===== config.mk =====
export PLATFORM = sky130hd
export DESIGN_NAME = cc_miss_req_ctrl_flat
export DESIGN_NICKNAME = d
export VERILOG_FILES = /design/src/rtl/cc_pkg.sv /design/src/rtl/cc_miss_req_ctrl_if.sv /design/src/rtl/cc_credit_counter.sv /design/src/rtl/cc_miss_req_ctrl.sv /design/src/flat_wrapper.sv
export SDC_FILE = /design/constraint.sdc
export NUM_CORES = 1
export LEC_CHECK = 0
export CELL_PAD_IN_SITES_DETAIL_PLACEMENT = 0
export CELL_PAD_IN_SITES_GLOBAL_PLACEMENT = 2
export CORE_ASPECT_RATIO = 1.4
export CORE_MARGIN = 3
export CORE_UTILIZATION = 21
export CTS_BUF_LIST = sky130_fd_sc_hd__clkbuf_2
export DETAILED_ROUTE_END_ITERATION = 6
export HOLD_SLACK_MARGIN = 0.08
export PLACE_DENSITY_LB_ADDON = 0.05
export SLEW_MARGIN = 20
export SYNTH_ARGS = -nofsm -noshare
export SYNTH_HDL_FRONTEND = slang
export SYNTH_HIERARCHICAL = 1
export SYNTH_SLANG_ARGS = --single-unit

===== constraint.sdc =====
create_clock -name clk -period 3.6 [get_ports clk]
set_input_delay 0.72 -clock clk [delete_from_list [all_inputs] [get_ports clk]]
set_output_delay 0.72 -clock clk [all_outputs]
set_load 0.02 [all_outputs]

===== src/rtl/cc_pkg.sv =====
// rtl/cc_pkg.sv - shared types and burst constants for the cache miss request controller
package cc_pkg;

    typedef enum logic {
        IDLE  = 1'b0,
        ISSUE = 1'b1
    } cc_miss_state_t;

    // One cache line is fetched as an 8-beat x 8-byte wrap burst.
    localparam logic [3:0] CC_BURST_LEN     = 4'd7;
    localparam logic [2:0] CC_BURST_SIZE    = 3'd3;
    localparam logic [1:0] CC_BURST_WRAP    = 2'b10;
    localparam int         CC_LINE_OFFSET_W = 6;

endpackage


===== src/rtl/cc_miss_req_ctrl_if.sv =====
// rtl/cc_miss_req_ctrl_if.sv - AXI AR channel plus monitored R handshake between controller and memory
//
// master : cache miss controller (drives AR, observes R handshake)
// slave  : memory side (drives arready and the R handshake signals)
interface cc_miss_req_ctrl_if;
    logic        mem_arvalid_o;
    logic        mem_arready_i;
    logic [31:0] mem_araddr_o;
    logic [3:0]  mem_arlen_o;
    logic [2:0]  mem_arsize_o;
    logic [1:0]  mem_arburst_o;
    logic        mem_rvalid_i;
    logic        mem_rready_i;
    logic        mem_rlast_i;

    modport master (
        output mem_arvalid_o, mem_araddr_o, mem_arlen_o, mem_arsize_o, mem_arburst_o,
        input  mem_arready_i, mem_rvalid_i, mem_rready_i, mem_rlast_i
    );

    modport slave (
        input  mem_arvalid_o, mem_araddr_o, mem_arlen_o, mem_arsize_o, mem_arburst_o,
        output mem_arready_i, mem_rvalid_i, mem_rready_i, mem_rlast_i
    );
endinterface


===== src/rtl/cc_credit_counter.sv =====
// rtl/cc_credit_counter.sv - saturating up/down in-flight burst counter with sticky underflow flag
//
// clk, rst  : clock, synchronous active-high reset
// inc       : a new burst is committed
// dec       : a burst completed (RLAST beat)
// count     : current in-flight count, never above MAX_OUTSTANDING
// underflow : sticky, set when a completion arrives with count == 0
module cc_credit_counter #(
    parameter int MAX_OUTSTANDING = 2,
    parameter int CNT_W           = 3
) (
    input  logic             clk,
    input  logic             rst,
    input  logic             inc,
    input  logic             dec,
    output logic [CNT_W-1:0] count,
    output logic             underflow
);
    localparam logic [CNT_W-1:0] MAX_CNT = CNT_W'(MAX_OUTSTANDING);

    always_ff @(posedge clk) begin
        if (rst) begin
            count     <= '0;
            underflow <= 1'b0;
        end else if (dec && count == '0) begin
            // A spurious completion is flagged and otherwise ignored.
            underflow <= 1'b1;
            if (inc && count < MAX_CNT) begin
                count <= count + 1'b1;
            end
        end else if (inc && !dec && count < MAX_CNT) begin
            count <= count + 1'b1;
        end else if (dec && !inc) begin
            count <= count - 1'b1;
        end
    end
endmodule


===== src/rtl/cc_miss_req_ctrl.sv =====
// rtl/cc_miss_req_ctrl.sv - accepts cache misses, pushes the miss FIFO and issues one wrap burst per miss
//
// clk, rst               : clock, synchronous active-high reset
// miss_req_*             : miss request handshake from the lookup stage
// mem                    : AXI AR channel and monitored R handshake (master modport)
// miss_addr_fifo_*       : push side of the miss-address FIFO
// outstanding_o          : bursts issued whose RLAST has not been seen
// err_o                  : sticky, RLAST completion seen with nothing outstanding
module cc_miss_req_ctrl
    import cc_pkg::*;
#(
    parameter int MAX_OUTSTANDING = 2,
    parameter int CNT_W           = 3
) (
    input  logic                 clk,
    input  logic                 rst,
    input  logic                 miss_req_valid_i,
    input  logic [31:0]          miss_req_addr_i,
    output logic                 miss_req_ready_o,
    cc_miss_req_ctrl_if.master   mem,
    input  logic                 miss_addr_fifo_full_i,
    output logic                 miss_addr_fifo_wren_o,
    output logic [31:0]          miss_addr_fifo_wdata_o,
    output logic [CNT_W-1:0]     outstanding_o,
    output logic                 err_o
);
    localparam logic [CNT_W-1:0] MAX_CNT = CNT_W'(MAX_OUTSTANDING);

    cc_miss_state_t state;
    logic           ar_valid_q;
    logic [31:0]    ar_addr_q;
    logic           accept;
    logic           completion;

    // Credit is taken at accept using the registered count, so a completion
    // in the same cycle only frees credit from the following cycle.
    assign miss_req_ready_o = (state == IDLE) && (outstanding_o < MAX_CNT) && !miss_addr_fifo_full_i;
    assign accept           = miss_req_valid_i && miss_req_ready_o;
    assign completion       = mem.mem_rvalid_i && mem.mem_rready_i && mem.mem_rlast_i;

    assign miss_addr_fifo_wren_o  = accept;
    assign miss_addr_fifo_wdata_o = accept ? miss_req_addr_i : 32'd0;

    assign mem.mem_arvalid_o = ar_valid_q;
    assign mem.mem_araddr_o  = ar_addr_q;
    assign mem.mem_arlen_o   = CC_BURST_LEN;
    assign mem.mem_arsize_o  = CC_BURST_SIZE;
    assign mem.mem_arburst_o = CC_BURST_WRAP;

    always_ff @(posedge clk) begin
        if (rst) begin
            state      <= IDLE;
            ar_valid_q <= 1'b0;
            ar_addr_q  <= 32'd0;
        end else begin
            case (state)
                IDLE: begin
                    if (accept) begin
                        state      <= ISSUE;
                        ar_valid_q <= 1'b1;
                        // Beat-aligned start address; the wrap burst returns
                        // the critical word first.
                        ar_addr_q  <= {miss_req_addr_i[31:3], 3'b000};
                    end
                end
                ISSUE: begin
                    if (mem.mem_arready_i) begin
                        state      <= IDLE;
                        ar_valid_q <= 1'b0;
                    end
                end
                default: begin
                    state      <= IDLE;
                    ar_valid_q <= 1'b0;
                end
            endcase
        end
    end

    cc_credit_counter #(
        .MAX_OUTSTANDING (MAX_OUTSTANDING),
        .CNT_W           (CNT_W)
    ) u_credit (
        .clk       (clk),
        .rst       (rst),
        .inc       (accept),
        .dec       (completion),
        .count     (outstanding_o),
        .underflow (err_o)
    );
endmodule

===== src/flat_wrapper.sv =====
// flat-port wrapper written by rule: the top's interface ports become plain ports
module cc_miss_req_ctrl_flat import cc_pkg::*;
#(
    parameter int MAX_OUTSTANDING = 2,
    parameter int CNT_W           = 3
)
  (clk, rst, miss_req_valid_i, miss_req_addr_i, miss_req_ready_o, miss_addr_fifo_full_i, miss_addr_fifo_wren_o, miss_addr_fifo_wdata_o, outstanding_o, err_o, mem_mem_arvalid_o, mem_mem_araddr_o, mem_mem_arlen_o, mem_mem_arsize_o, mem_mem_arburst_o, mem_mem_arready_i, mem_mem_rvalid_i, mem_mem_rready_i, mem_mem_rlast_i);
  cc_miss_req_ctrl_if mem_i ();
  input  logic clk;
  input  logic rst;
  input  logic miss_req_valid_i;
  input  logic [31:0] miss_req_addr_i;
  output logic miss_req_ready_o;
  input  logic miss_addr_fifo_full_i;
  output logic miss_addr_fifo_wren_o;
  output logic [31:0] miss_addr_fifo_wdata_o;
  output logic [CNT_W-1:0] outstanding_o;
  output logic err_o;
  output wire logic [$bits(mem_i.mem_arvalid_o)-1:0] mem_mem_arvalid_o;
  output wire logic [$bits(mem_i.mem_araddr_o)-1:0] mem_mem_araddr_o;
  output wire logic [$bits(mem_i.mem_arlen_o)-1:0] mem_mem_arlen_o;
  output wire logic [$bits(mem_i.mem_arsize_o)-1:0] mem_mem_arsize_o;
  output wire logic [$bits(mem_i.mem_arburst_o)-1:0] mem_mem_arburst_o;
  input wire logic [$bits(mem_i.mem_arready_i)-1:0] mem_mem_arready_i;
  input wire logic [$bits(mem_i.mem_rvalid_i)-1:0] mem_mem_rvalid_i;
  input wire logic [$bits(mem_i.mem_rready_i)-1:0] mem_mem_rready_i;
  input wire logic [$bits(mem_i.mem_rlast_i)-1:0] mem_mem_rlast_i;
  assign mem_mem_arvalid_o = mem_i.mem_arvalid_o;
  assign mem_mem_araddr_o = mem_i.mem_araddr_o;
  assign mem_mem_arlen_o = mem_i.mem_arlen_o;
  assign mem_mem_arsize_o = mem_i.mem_arsize_o;
  assign mem_mem_arburst_o = mem_i.mem_arburst_o;
  assign mem_i.mem_arready_i = mem_mem_arready_i;
  assign mem_i.mem_rvalid_i = mem_mem_rvalid_i;
  assign mem_i.mem_rready_i = mem_mem_rready_i;
  assign mem_i.mem_rlast_i = mem_mem_rlast_i;
  cc_miss_req_ctrl #(.MAX_OUTSTANDING(MAX_OUTSTANDING), .CNT_W(CNT_W)) u_core (.clk(clk), .rst(rst), .miss_req_valid_i(miss_req_valid_i), .miss_req_addr_i(miss_req_addr_i), .miss_req_ready_o(miss_req_ready_o), .mem(mem_i), .miss_addr_fifo_full_i(miss_addr_fifo_full_i), .miss_addr_fifo_wren_o(miss_addr_fifo_wren_o), .miss_addr_fifo_wdata_o(miss_addr_fifo_wdata_o), .outstanding_o(outstanding_o), .err_o(err_o));
endmodule

==> results by group, run 1 <==
Power
  • Tot Pwr: 1.398 mW
  • Peak VDD IR: 499.8 uV
  • Int Pwr: 0.8008 mW
  • Power Density: 469.7 mW/mm^2
  • Sw Share: 42.73%
  • Comb pwr share: 52.7%
  • Sequential share of power: 34.2%
  • Psw: 0.5974 mW
  • Leakage: 1.259 nW
  • Clock power frac: 13.1%

Global routing
  • Vias in the first global route: 1817
  • Grt ovf: 0
  • Met2 usage: 22.98%
  • Gr usage total: 12.74%
  • Met3 Use GR: 4.062%
  • Met1 usage: 14.44%
  • Initial antenna violation count: 0
  • Maximum number of pins on one net before global-route repair: 36
  • Busiest grt layer: met2
  • First-pass GRT wire length: 9860 um

Run status
  • Status: completed

Yosys
  • Mapped Cells: 223
  • Area share of the largest cell type after synthesis: 37.74%
  • Count leader, synth: dfxtp_1
  • Synth area leader: dfxtp_1
  • Synthesized cell area: 0.001857 mm^2
  • Synth Flop Type: dfxtp_1
  • Ranking of synthesized cells by area: dfxtp_1 (38%), nand3_2 (13%), a21oi_1 (8.9%)
  • Number of synthesized flops with an enable pin: 0
  • Synth Warn #: 6
  • Post-synth top cells: dfxtp_1 (35), a21oi_1 (33), inv_1 (33), o21ai_0 (29), nand3_2 (25)
  • Synth Area per Inst: 8.326 um^2
  • Synth Register Bits: 35
  • Seq/Total Area, Yosys: 37.74%
  • Synth unique cells: 32
  • Synth async-reset ratio: 0%

Setup path
  • Crit Path Class: primary input to output port
  • Top delay family on crit path: buffers and inverters
  • Buf+Inv Stages, Crit Path: 4
  • Critical path arrival: 2.78 ns
  • Most used cell, CP: clkdlybuf4s50_1
  • Worst path slowest cell: clkdlybuf4s50_1
  • Worst Path Max Fanout: 34
  • WP data required: 2.88 ns
  • CP Capture Type: output port
  • Crit path largest cell delay: 0.60 ns
  • Cell breakdown of the critical path: clkdlybuf4s50_1 > or4_4 > clkinv_4 > nand3_1 > inv_1 > clkdlybuf4s50_1
  • CP Launch Type: primary input

Routing
  • Via density: 4.242
  • Iter 0 DRT Violations: 66
  • Routed WL per cell: 14.75 um
  • Routed WL: 6342 um
  • Via count: 1824
  • Detail Route Antenna Nets: 0
  • DRT Pass-1 Iters: 5
  • DRC: 0

Place
  • I/O Buffers: 107
  • Placed Cells: 422
  • Placed Instance Area: 0.002939 mm^2
  • DPL Wire Length: 4285 um
  • Final Wtd Congestion: 0.7076

Clock tree
  • Clock-pin transition on the worst setup and hold timing paths: 0.19 ns
  • # resized after CTS: 0
  • H-tree depth: 2
  • CTS max path bufs: 2
  • TritonCTS Buffers: 5
  • Post-CTS Repair Setup Buffers: 0
  • Cts-stage hold buffer count: 0
  • Clock Tree Root: clkbuf_2
  • # clock sinks: 35
  • CTS tree: built
  • Worst skew pair latency: 0.36 ns

STA
  • Setup TNS: 0 ns
  • WHS: 0.4865 ns
  • Post-layout min period: 3.498 ns
  • Final Hold Vio Count: 0
  • Fmax: 285.9 MHz
  • RSZ-0062 raised after global routing: no
  • Max Transition Viols Final: 0
  • Final Skew: 0.006324 ns
  • Part of the cycle the worst path needs: 97.17%
  • # setup viols final: 0

Die
  • Die Ht: 117.3 um
  • CORE AREA: 0.008608 mm^2
  • Core Rows: 40
  • Initial Util: 21.57%
  • Io pins: 120
  • Die width: 85.47 um
  • Die area: 0.01002 mm^2

Job
  • Maxcap violations: 0

Cells and area
  • Final Non-Filler Cells: 430
  • Antenna cell count: 0
  • Layout cells sized above 1: 12.92%
  • Fillers: 935
  • Layout Nets: 367
  • Final Instance Area: 0.002977 mm^2
  • Layout area overhead: 60.31%

Min path
  • HP Class: flip-flop to flip-flop
==> metal layers <==
metal | up-vias | wire length, um
li1 | 921 | -
met1 | 837 | 2582
met2 | 64 | 3240
met3 | 2 | 478
met4 | 0 | 40
met5 | - | 0
==> sequential cells by signal (all words and copies together) (netlist names) <==
name and cells:
u_core/mem.mem_arvalid_o 1, u_core/mem.mem_araddr_o 29, u_core/u_credit/underflow 1, u_core/u_credit/count 3, u_core/state 1
==> logic make-up after synthesis <==
| logic type | synth area share [%] |
|---|---|
| compound gates | 20.49 |
| fa+ha+maj | 2.022 |
| xor+xnor | 0.4718 |
| buf+inv | 18.06 |
| other cells | 0.4045 |
| simple gates | 20.82 |
| flops | 37.74 |
==> cell type report <==
class	instances	area, um^2	share of cell area [%]
Clock buffer	6	30.03	1.009
Clock inverter	2	7.507	0.2522
Multi-Input combinational cell	136	858.3	28.84
Sequential cell	35	700.7	23.54
Timing Repair Buffer	112	1116	37.49
Inverter	34	132.6	4.456
Tap cell	105	131.4	4.414
==> worst reg2reg max path: stages, from the launching register on <==
cell	delay [ns]
dfxtp_1	0.43
or4_4	0.59
buf_4	0.26
nor2_2	0.13
buf_4	0.17
nand2b_1	0.09
o32ai_2	0.23
xnor2_1	0.15
nor2_1	0.05
==> path summary, 6_finish.rpt <==
| check | depth (start not counted) | endpoint | startpoint | slack, ns |
|---|---|---|---|---|
| setup reg to reg | 8 | u_core/u_credit/count[0] | u_core/u_credit/count[2] | 1.40 |
| setup / recovery | 6 | miss_addr_fifo_wdata_o[25] | miss_addr_fifo_full_i | 0.10 |
| hold reg to reg | 2 | u_core/mem.mem_araddr_o[20] | u_core/mem.mem_araddr_o[20] | 0.49 |
| hold / removal | 2 | u_core/mem.mem_araddr_o[20] | u_core/mem.mem_araddr_o[20] | 0.49 |
==> power groups by stage <==
stage / clock network, mW / logic [mW] / registers [mW]
finish: 0.183 / 0.737 / 0.479
CTS: 0.205 / 0.756 / 0.480
floorplan: 0 / 0.425 / 0.540
global placement: 0 / 0.760 / 0.489
detailed placement: 0 / 0.752 / 0.489
global route: 0.220 / 0.810 / 0.489
==> cell usage in the layout (no fill, tap or decap) <==
cell type	synthesis	final
nand2_1	4	4
o21ai_0	29	29
dfxtp_1	35	35
o21ai_1	1	1
nor3_1	2	2
clkbuf_2	0	6
a221oi_1	1	1
buf_12	2	1
clkdlybuf4s50_1	0	106
nor2_1	3	3
nand3_1	4	4
buf_4	14	4
nand3_2	25	25
a31oi_1	1	1
conb_1	2	12
o32ai_2	1	1
nor4_1	1	1
a21oi_1	33	33
nor2b_1	3	3
and3_1	4	4
or4_4	1	1
o32a_1	1	1
o21a_2	1	1
a22oi_1	1	1
nand2b_1	2	2
ha_1	3	3
nor2_2	1	1
clkinv_4	1	1
xnor2_1	1	1
o21a_1	1	1
clkinv_1	0	2
buf_2	1	1
inv_1	33	33
==> through the flow <==
stage	util (%)	setup slack [ns]
global route	34.58	0.0005305
floorplan	-	1.108
detailed placement	34.14	0.09634
finish	34.58	0.1018
CTS	34.58	0.08428
global placement	34.14	0.08962
(Power assumes the default switching activity.)
==> inputs of run 2 (changes only) <==
CTS_CLUSTER_DIAMETER = 200   (was not set)
==> results of run 2 <==
No change in the layout: final DEF, timing and power equal those of run 1.
